`config.mk`:
```
export PLATFORM = sky130hd
export DESIGN_NAME = fetch_unit
export DESIGN_NICKNAME = d
export VERILOG_FILES = /design/src/rtl/fetch_unit.sv
export SDC_FILE = /design/constraint.sdc
export NUM_CORES = 1
export LEC_CHECK = 0
export ABC_AREA = 1
export ABC_CLOCK_PERIOD_IN_PS = 8200
export BUFFER_PORTS_ARGS = -buffer_cell sky130_fd_sc_hd__buf_4
export CAP_MARGIN = 0
export CORE_MARGIN = 3
export CORE_UTILIZATION = 25
export CTS_BUF_LIST = sky130_fd_sc_hd__clkbuf_16
export CTS_CLUSTER_DIAMETER = 30
export CTS_CLUSTER_SIZE = 20
export DETAILED_ROUTE_END_ITERATION = 8
export PLACE_DENSITY = 0.45
export SYNTH_ARGS = -nofsm -noshare
export SYNTH_HDL_FRONTEND = slang
export SYNTH_SLANG_ARGS = --single-unit
export TNS_END_PERCENT = 1
```
`constraint.sdc`:
```
create_clock -name clk -period 8.2 [get_ports clk]
set_clock_uncertainty 0.1 [all_clocks]
set_input_delay 0.82 -clock clk [delete_from_list [all_inputs] [get_ports clk]]
set_output_delay 0.82 -clock clk [all_outputs]
set_load 0.02 [all_outputs]
```
`src/rtl/fetch_unit.sv`:
```
// fetch_unit: instruction-fetch stage of the pipelined MIPS core.
// Owns the fetch PC, issues in-order requests to instruction memory under a
// credit limit of BUF_DEPTH (outstanding + buffered), buffers responses in a
// small FIFO and presents one instruction per cycle to decode on the IF->ID
// interface. Redirects come from decode (J/JAL) and EX (taken branches);
// responses already in flight at a redirect are counted and discarded.
// Optional perf counters are built when FETCH_PERF_EN is defined.
module fetch_unit #(
    parameter logic [31:0] RESET_PC  = 32'h0000_0000,
    parameter int          BUF_DEPTH = 4
) (
    input  logic        clk,
    input  logic        reset,
    input  logic        AnyStall,
    input  logic        Jump_IDM1,
    input  logic [25:0] JumpTgt_IDM1,
    input  logic        ExRedirect_EX,
    input  logic [31:0] ExRedirectPc_EX,
    output logic        ImemReq,
    output logic [31:0] ImemAddr,
    input  logic        ImemGnt,
    input  logic        ImemRspVal,
    input  logic [31:0] ImemRspData,
    output logic [31:0] Pc_IF,
    output logic [31:0] FetchData_IF,
    output logic        InstrVal_IF,
    output logic [31:0] BubbleCnt,
    output logic [31:0] DropCnt
);
    localparam int            AW      = $clog2(BUF_DEPTH);
    localparam int            CW      = $clog2(BUF_DEPTH + 1);
    localparam logic [CW:0]   DEPTH_C = (CW + 1)'(BUF_DEPTH);

    logic [31:0]   fetch_pc;
    logic [31:0]   rsp_pc;
    logic [CW-1:0] outstanding;
    logic [CW-1:0] drop_pend;
    logic [CW-1:0] fifo_cnt;
    logic [AW-1:0] wr_ptr;
    logic [AW-1:0] rd_ptr;
    logic [31:0]   pc_mem   [BUF_DEPTH];
    logic [31:0]   data_mem [BUF_DEPTH];

    logic        jump_take;
    logic        redirect;
    logic [3:0]  jump_seg;
    logic [31:0] redirect_pc;
    logic        grant;
    logic        rsp_ok;
    logic        drop_rsp;
    logic        push;
    logic        pop;

    // Segment bits of Pc_IF+4: bit 28 carries in only when PC[27:2] is all ones.
    assign jump_seg    = Pc_IF[31:28] + 4'(Pc_IF[27:2] == '1);
    assign jump_take   = Jump_IDM1 && InstrVal_IF && !AnyStall;
    assign redirect    = ExRedirect_EX || jump_take;
    assign redirect_pc = ExRedirect_EX ? ExRedirectPc_EX : {jump_seg, JumpTgt_IDM1, 2'b00};

    assign ImemReq  = !reset && !redirect && (({1'b0, outstanding} + {1'b0, fifo_cnt}) < DEPTH_C);
    assign ImemAddr = fetch_pc;
    assign grant    = ImemReq && ImemGnt;

    // A response with nothing outstanding is a protocol error and is ignored.
    assign rsp_ok   = ImemRspVal && (outstanding != '0);
    assign drop_rsp = rsp_ok && (redirect || (drop_pend != '0));
    assign push     = rsp_ok && !drop_rsp;
    assign pop      = !redirect && !AnyStall && (fifo_cnt != '0);

    // Request side: fetch PC, outstanding credit and stale-response count.
    // Every request in flight at a redirect is stale, so drop_pend simply
    // becomes what stays outstanding after this cycle's response.
    always_ff @(posedge clk) begin
        if (reset) begin
            fetch_pc    <= RESET_PC;
            outstanding <= '0;
            drop_pend   <= '0;
        end else begin
            if (redirect)
                fetch_pc <= redirect_pc;
            else if (grant)
                fetch_pc <= fetch_pc + 32'd4;
            outstanding <= outstanding + CW'(grant) - CW'(rsp_ok);
            if (redirect)
                drop_pend <= outstanding - CW'(rsp_ok);
            else if (drop_rsp)
                drop_pend <= drop_pend - CW'(1);
        end
    end

    // PC tag of the next kept response: kept responses are exactly the
    // requests issued since the last redirect, in order, so a running PC
    // reproduces the address at issue without a per-request tag queue.
    always_ff @(posedge clk) begin
        if (reset)
            rsp_pc <= RESET_PC;
        else if (redirect)
            rsp_pc <= redirect_pc;
        else if (push)
            rsp_pc <= rsp_pc + 32'd4;
    end

    // FIFO pointers and occupancy; a redirect flushes everything buffered.
    always_ff @(posedge clk) begin
        if (reset || redirect) begin
            wr_ptr   <= '0;
            rd_ptr   <= '0;
            fifo_cnt <= '0;
        end else begin
            if (push)
                wr_ptr <= wr_ptr + AW'(1);
            if (pop)
                rd_ptr <= rd_ptr + AW'(1);
            fifo_cnt <= fifo_cnt + CW'(push) - CW'(pop);
        end
    end

    // FIFO storage; contents are qualified by fifo_cnt so need no reset.
    always_ff @(posedge clk) begin
        if (push) begin
            pc_mem[wr_ptr]   <= rsp_pc;
            data_mem[wr_ptr] <= ImemRspData;
        end
    end

    // IF output register: invalidate on redirect, hold on stall, else load head.
    always_ff @(posedge clk) begin
        if (reset) begin
            Pc_IF        <= '0;
            FetchData_IF <= '0;
            InstrVal_IF  <= 1'b0;
        end else if (redirect) begin
            InstrVal_IF <= 1'b0;
        end else if (!AnyStall) begin
            InstrVal_IF <= pop;
            if (pop) begin
                Pc_IF        <= pc_mem[rd_ptr];
                FetchData_IF <= data_mem[rd_ptr];
            end
        end
    end

`ifdef FETCH_PERF_EN
    logic [31:0] bubble_q;
    logic [31:0] drop_q;

    // Perf counters: decode-visible bubbles and discarded responses.
    always_ff @(posedge clk) begin
        if (reset) begin
            bubble_q <= '0;
            drop_q   <= '0;
        end else begin
            if (!AnyStall && !InstrVal_IF)
                bubble_q <= bubble_q + 32'd1;
            if (drop_rsp)
                drop_q <= drop_q + 32'd1;
        end
    end

    assign BubbleCnt = bubble_q;
    assign DropCnt   = drop_q;
`else
    assign BubbleCnt = '0;
    assign DropCnt   = '0;
`endif

endmodule

```
==> key figures <==
Outcome
  – Outcome: finished, final reports clean

Synth
  – Netlist Area Pre-Place: 18,080 um2
  – Dominant cell type by area after synthesis: sky130_fd_sc_hd__edfxtp_1
  – Yosys cell types: 40
  – Number of synthesis warnings: 0
  – Register area share after synthesis: 58.01%
  – Number of synthesized register bits: 396
  – Synthesized instance count: 2,023
  – Post-synth top area share: 42.51%
  – Average footprint of a synthesized cell: 8.939 um2
  – Main area contributors after synthesis: sky130_fd_sc_hd__edfxtp_1 (43%), sky130_fd_sc_hd__dfxtp_1 (15%), sky130_fd_sc_hd__nand2_1 (8.6%), sky130_fd_sc_hd__nor2_1 (8.2%), sky130_fd_sc_hd__o21ai_0 (6.3%)

Power
  – Switching share of power: 24.74%
  – Leakage power: 9.454 nW
  – Proportion of power drawn by flip-flops and latches: 35.8%
  – Internal Dissipation: 4.932 mW
  – Relative contribution of combinational cells to total power: 7.9%
  – Clock network fraction of design power: 56.3%
  – Power consumption: 6.553 mW
  – Net load switching power: 1.621 mW
  – Maximum vdd drop: 0.1536 mV
  – Power per standard cell area: 280.8 nW/um2

Critical path
  – Number of buffer and inverter instances along the worst setup path: 4
  – Critical path class: primary input to register
  – R2R cell count: 9
  – Endpoint type of the worst setup path: register
  – Longest individual stage delay on the worst path: 0.69 ns
  – Cells along the critical path: buf_4 -> inv_2 -> nand3_2 -> nor2_2 -> inv_2 -> nor2_4 -> buf_4
  – Minimum setup slack among reg-to-reg paths: 4.67 ns
  – Worst setup SP type: primary input
  – Arrival time of the worst setup path: 4.02 ns
  – Worst Path Required: 8.33 ns
  – Total stage count of the critical path: 7
  – Biggest fanout along the worst timing path: 40
  – Largest delay share family, worst path: buffers and inverters
  – Critical R2R Launch: drop_pend[0]$_SDFFE_PP0P_
  – R2r endpoint: pc_mem[0][6]$_DFFE_PP_
  – Worst-path cell with the longest stage delay: sky130_fd_sc_hd__nor2_4

Worst hold path
  – Min-delay worst type: primary input to register
  – Worst hold stages: 1
  – Start point of the worst min-delay path: ImemRspData[29]
  – Worst Hold Endpoint: data_mem[1][29]$_DFFE_PP_

Timing
  – Transition at the pin with the smallest max-transition slack: 1.173 ns
  – Max-slew headroom: 21.49%
  – Final period utilization: 47.48%
  – Sum of negative setup slack: 0 ns
  – RSZ-0062 raised after global routing: no
  – Count of final setup violators: 0
  – Final worst-path setup slack: 4.307 ns
  – Minimum period implied by the final worst setup slack: 3.893 ns
  – Highest achievable clock rate: 0.2569 GHz
  – Final slew viol count: 0
  – Number of hold-slack violations in the final timing report: 0

Clocking
  – Buffer type at the clock tree root: sky130_fd_sc_hd__clkbuf_16
  – Number of sinks on the clock net: 396
  – Clock H-tree levels: 3
  – Cells resized by post-CTS repair: 0
  – Post-CTS Repair Setup Buffers: 0
  – Insertion delay to the later sink of the worst-skew pair: 0.63 ns
  – CTS tree: yes
  – Clock transition at the registers of the reported paths: 0.04 ns
  – Number of buffers inserted for hold repair after clock tree synthesis: 0
  – Maximum buffer depth of the clock tree: 3
  – TritonCTS buffer count: 94

Layout
  – Synthesis-to-layout area growth: 29.05%
  – Antenna diode count: 0
  – Total Nets Final: 2,344
  – Share of post-route cells with drive strength above 1: 16.65%
  – Post-route core utilization: 32.92%
  – FILL cells: 7,379
  – Non-filler cells, final: 3,246

Global routing
  – Vias in the first global route: 14,333
  – Initial antenna violation count: 0
  – First-pass GRT wire length: 84,740 um
  – Overflow after GRT: 0
  – All-layer global routing usage: 14.59%
  – Pin count of the biggest net entering global routing: 83

Detailed routing
  – Antenna Violating Nets Remaining: 0
  – DRT iter0 DRCs: 1,026
  – Vias after detailed routing: 14,499
  – Final Routed Wirelength: 56,180 um
  – Number of iterations in the first detailed-routing pass: 5
  – Via-per-instance ratio: 4.467
  – Routed length per instance: 17.31 um
  – DRC viols: 0

Die
  – # rows: 97
  – Initial cell density of the core: 25.51%
  – Top-level port count: 259
  – Placeable core region: 70,880 um2
  – Die X-Extent: 275.0 um
  – Die area: 75,600 um2
  – Die Y: 275.0 um

Placement
  – Number of port buffers: 194
  – Final RePlAce weighted congestion: 0.8105
  – Half-perimeter wire length after placement: 35,680 um
  – Number of cells after detailed placement: 3,071
  – Worst setup timing slack at the placement stage: 3.641 ns

Run
  – # Max-Cap Violations: 0
logic make-up (layout without fill, tap and decap cells):
family	Yosys count	in the layout	share of synthesized area [%]
other	1	64	0.02074
adder cells (fa/ha/maj)	20	20	1.467
AO/OA/AOI/OAI	373	373	11.13
XOR/XNOR	12	12	0.5812
flip-flops	396	396	58.01
AND/OR/NAND/NOR	932	932	20.85
buffers and inverters	289	509	7.950
cell usage in the layout, fill, tap and decap left out, types with 3 or more instances in the layout:
cell and count:
sky130_fd_sc_hd__o21ai_1 7, sky130_fd_sc_hd__o22ai_1 64, sky130_fd_sc_hd__and2_1 5, sky130_fd_sc_hd__nand2_1 414, sky130_fd_sc_hd__inv_2 7, sky130_fd_sc_hd__o21ai_0 227
sky130_fd_sc_hd__buf_4 208, sky130_fd_sc_hd__nand4_1 8, sky130_fd_sc_hd__nand3_1 86, sky130_fd_sc_hd__nor3_1 5, sky130_fd_sc_hd__inv_1 127, sky130_fd_sc_hd__a21boi_0 10
sky130_fd_sc_hd__nand3_4 3, sky130_fd_sc_hd__xnor2_1 7, sky130_fd_sc_hd__nor2_4 5, sky130_fd_sc_hd__bufinv_16 13, sky130_fd_sc_hd__a21oi_1 55, sky130_fd_sc_hd__conb_1 64
sky130_fd_sc_hd__clkinvlp_4 8, sky130_fd_sc_hd__edfxtp_1 256, sky130_fd_sc_hd__ha_1 18, sky130_fd_sc_hd__clkinv_1 18, sky130_fd_sc_hd__nor2_2 4, sky130_fd_sc_hd__o21bai_1 3
sky130_fd_sc_hd__dfxtp_1 138, sky130_fd_sc_hd__xor2_1 5, sky130_fd_sc_hd__nand3b_1 8, sky130_fd_sc_hd__clkinv_4 8, sky130_fd_sc_hd__clkinv_2 18, sky130_fd_sc_hd__clkbuf_16 95
sky130_fd_sc_hd__nor2_1 389
metal layers:
metal	vias up	routed length, um	part of all wire [%]	track usage [%]
met2	425	26510	47	23.85
met1	6885	25080	45	19.11
li1	7087	-	-	-
met5	-	0	0	0
met4	0	1290	2.3	4.419
met3	102	3303	5.9	3.480
per-stage QoR:
step | hold slack, ns | instance area [um2]
finish | 0.2956 | 23340
global route | 0.2644 | 23340
CTS | 0.2533 | 23340
detailed placement | 0.3617 | 20140
global placement | 0.3519 | 20140
floorplan | 0.3396 | 18320
registers in the layout, indices dropped and copies added, names as in the netlist:
register	flops
data_mem	128
pc_mem	128
FetchData_IF	32
Pc_IF	32
ImemAddr	31
rsp_pc	31
drop_pend	3
fifo_cnt	3
outstanding	3
rd_ptr	2
wr_ptr	2
InstrVal_IF	1
worst reg2reg max path, delay by kind of cell, from the launching register on:
family / cells / cell delay (ns)
flops: 1 / 0.30
buf+inv: 4 / 1.09
simple gates: 4 / 1.48
fa+ha+maj: 1 / 0.17
power groups by stage:
stage | clock network (mW) | registers (mW) | logic (mW)
after detailed placement | 0 | 2.38 | 0.522
after global placement | 0 | 2.38 | 0.517
after CTS | 3.76 | 2.34 | 0.524
final | 3.69 | 2.34 | 0.517
after floorplan | 0 | 2.37 | 0.339
after global routing | 3.87 | 2.36 | 0.584
worst max path at each step:
stage	from	end	slack (ns)
2_1_floorplan	ExRedirect_EX	data_mem[0][0]$_DFFE_PP_	3.42
3_3_place_gp	ExRedirect_EX	pc_mem[0][28]$_DFFE_PP_	3.71
3_5_place_dp	ExRedirect_EX	pc_mem[0][30]$_DFFE_PP_	3.64
4_1_cts	ExRedirect_EX	pc_mem[0][6]$_DFFE_PP_	4.30
5_1_grt	ExRedirect_EX	pc_mem[0][6]$_DFFE_PP_	4.04
6_report	ExRedirect_EX	pc_mem[0][6]$_DFFE_PP_	4.31
synth_stat cells:
| library cell | number |
|---|---|
| sky130_fd_sc_hd__a211oi_1 | 1 |
| sky130_fd_sc_hd__a21boi_0 | 10 |
| sky130_fd_sc_hd__a21oi_1 | 55 |
| sky130_fd_sc_hd__a32o_1 | 2 |
| sky130_fd_sc_hd__and2_1 | 5 |
| sky130_fd_sc_hd__buf_1 | 1 |
| sky130_fd_sc_hd__buf_2 | 25 |
| sky130_fd_sc_hd__buf_4 | 75 |
| sky130_fd_sc_hd__buf_6 | 5 |
| sky130_fd_sc_hd__clkbuf_1 | 57 |
| sky130_fd_sc_hd__conb_1 | 1 |
| sky130_fd_sc_hd__dfxtp_1 | 140 |
| sky130_fd_sc_hd__edfxtp_1 | 256 |
| sky130_fd_sc_hd__fa_1 | 2 |
| sky130_fd_sc_hd__ha_1 | 18 |
| sky130_fd_sc_hd__inv_1 | 118 |
| sky130_fd_sc_hd__inv_2 | 7 |
| sky130_fd_sc_hd__inv_4 | 1 |
| sky130_fd_sc_hd__nand2_1 | 414 |
| sky130_fd_sc_hd__nand2_4 | 2 |
| sky130_fd_sc_hd__nand3_1 | 86 |
| sky130_fd_sc_hd__nand3_2 | 1 |
| sky130_fd_sc_hd__nand3_4 | 3 |
| sky130_fd_sc_hd__nand3b_1 | 8 |
| sky130_fd_sc_hd__nand4_1 | 8 |
| sky130_fd_sc_hd__nor2_1 | 393 |
| sky130_fd_sc_hd__nor2_2 | 4 |
| sky130_fd_sc_hd__nor2_4 | 1 |
| sky130_fd_sc_hd__nor3_1 | 5 |
| sky130_fd_sc_hd__nor3_4 | 1 |
| sky130_fd_sc_hd__nor4_1 | 1 |
| sky130_fd_sc_hd__o21a_1 | 2 |
| sky130_fd_sc_hd__o21ai_0 | 227 |
| sky130_fd_sc_hd__o21ai_1 | 7 |
| sky130_fd_sc_hd__o21ai_2 | 1 |
| sky130_fd_sc_hd__o21ai_4 | 1 |
| sky130_fd_sc_hd__o21bai_1 | 3 |
| sky130_fd_sc_hd__o22ai_1 | 64 |
| sky130_fd_sc_hd__xnor2_1 | 7 |
| sky130_fd_sc_hd__xor2_1 | 5 |
layout make-up:
class	count	area (um2)	share of cell area, %
Sequential cell	396	10500	44.98
Multi-Input combinational cell	1401	6422	27.52
Clock buffer	95	2377	10.19
Timing Repair Buffer	208	1562	6.691
Tap cell	940	1176	5.040
Clock inverter	80	823.3	3.528
Inverter	126	478.0	2.048
Note: power is estimated with default switching activity, not from simulation.
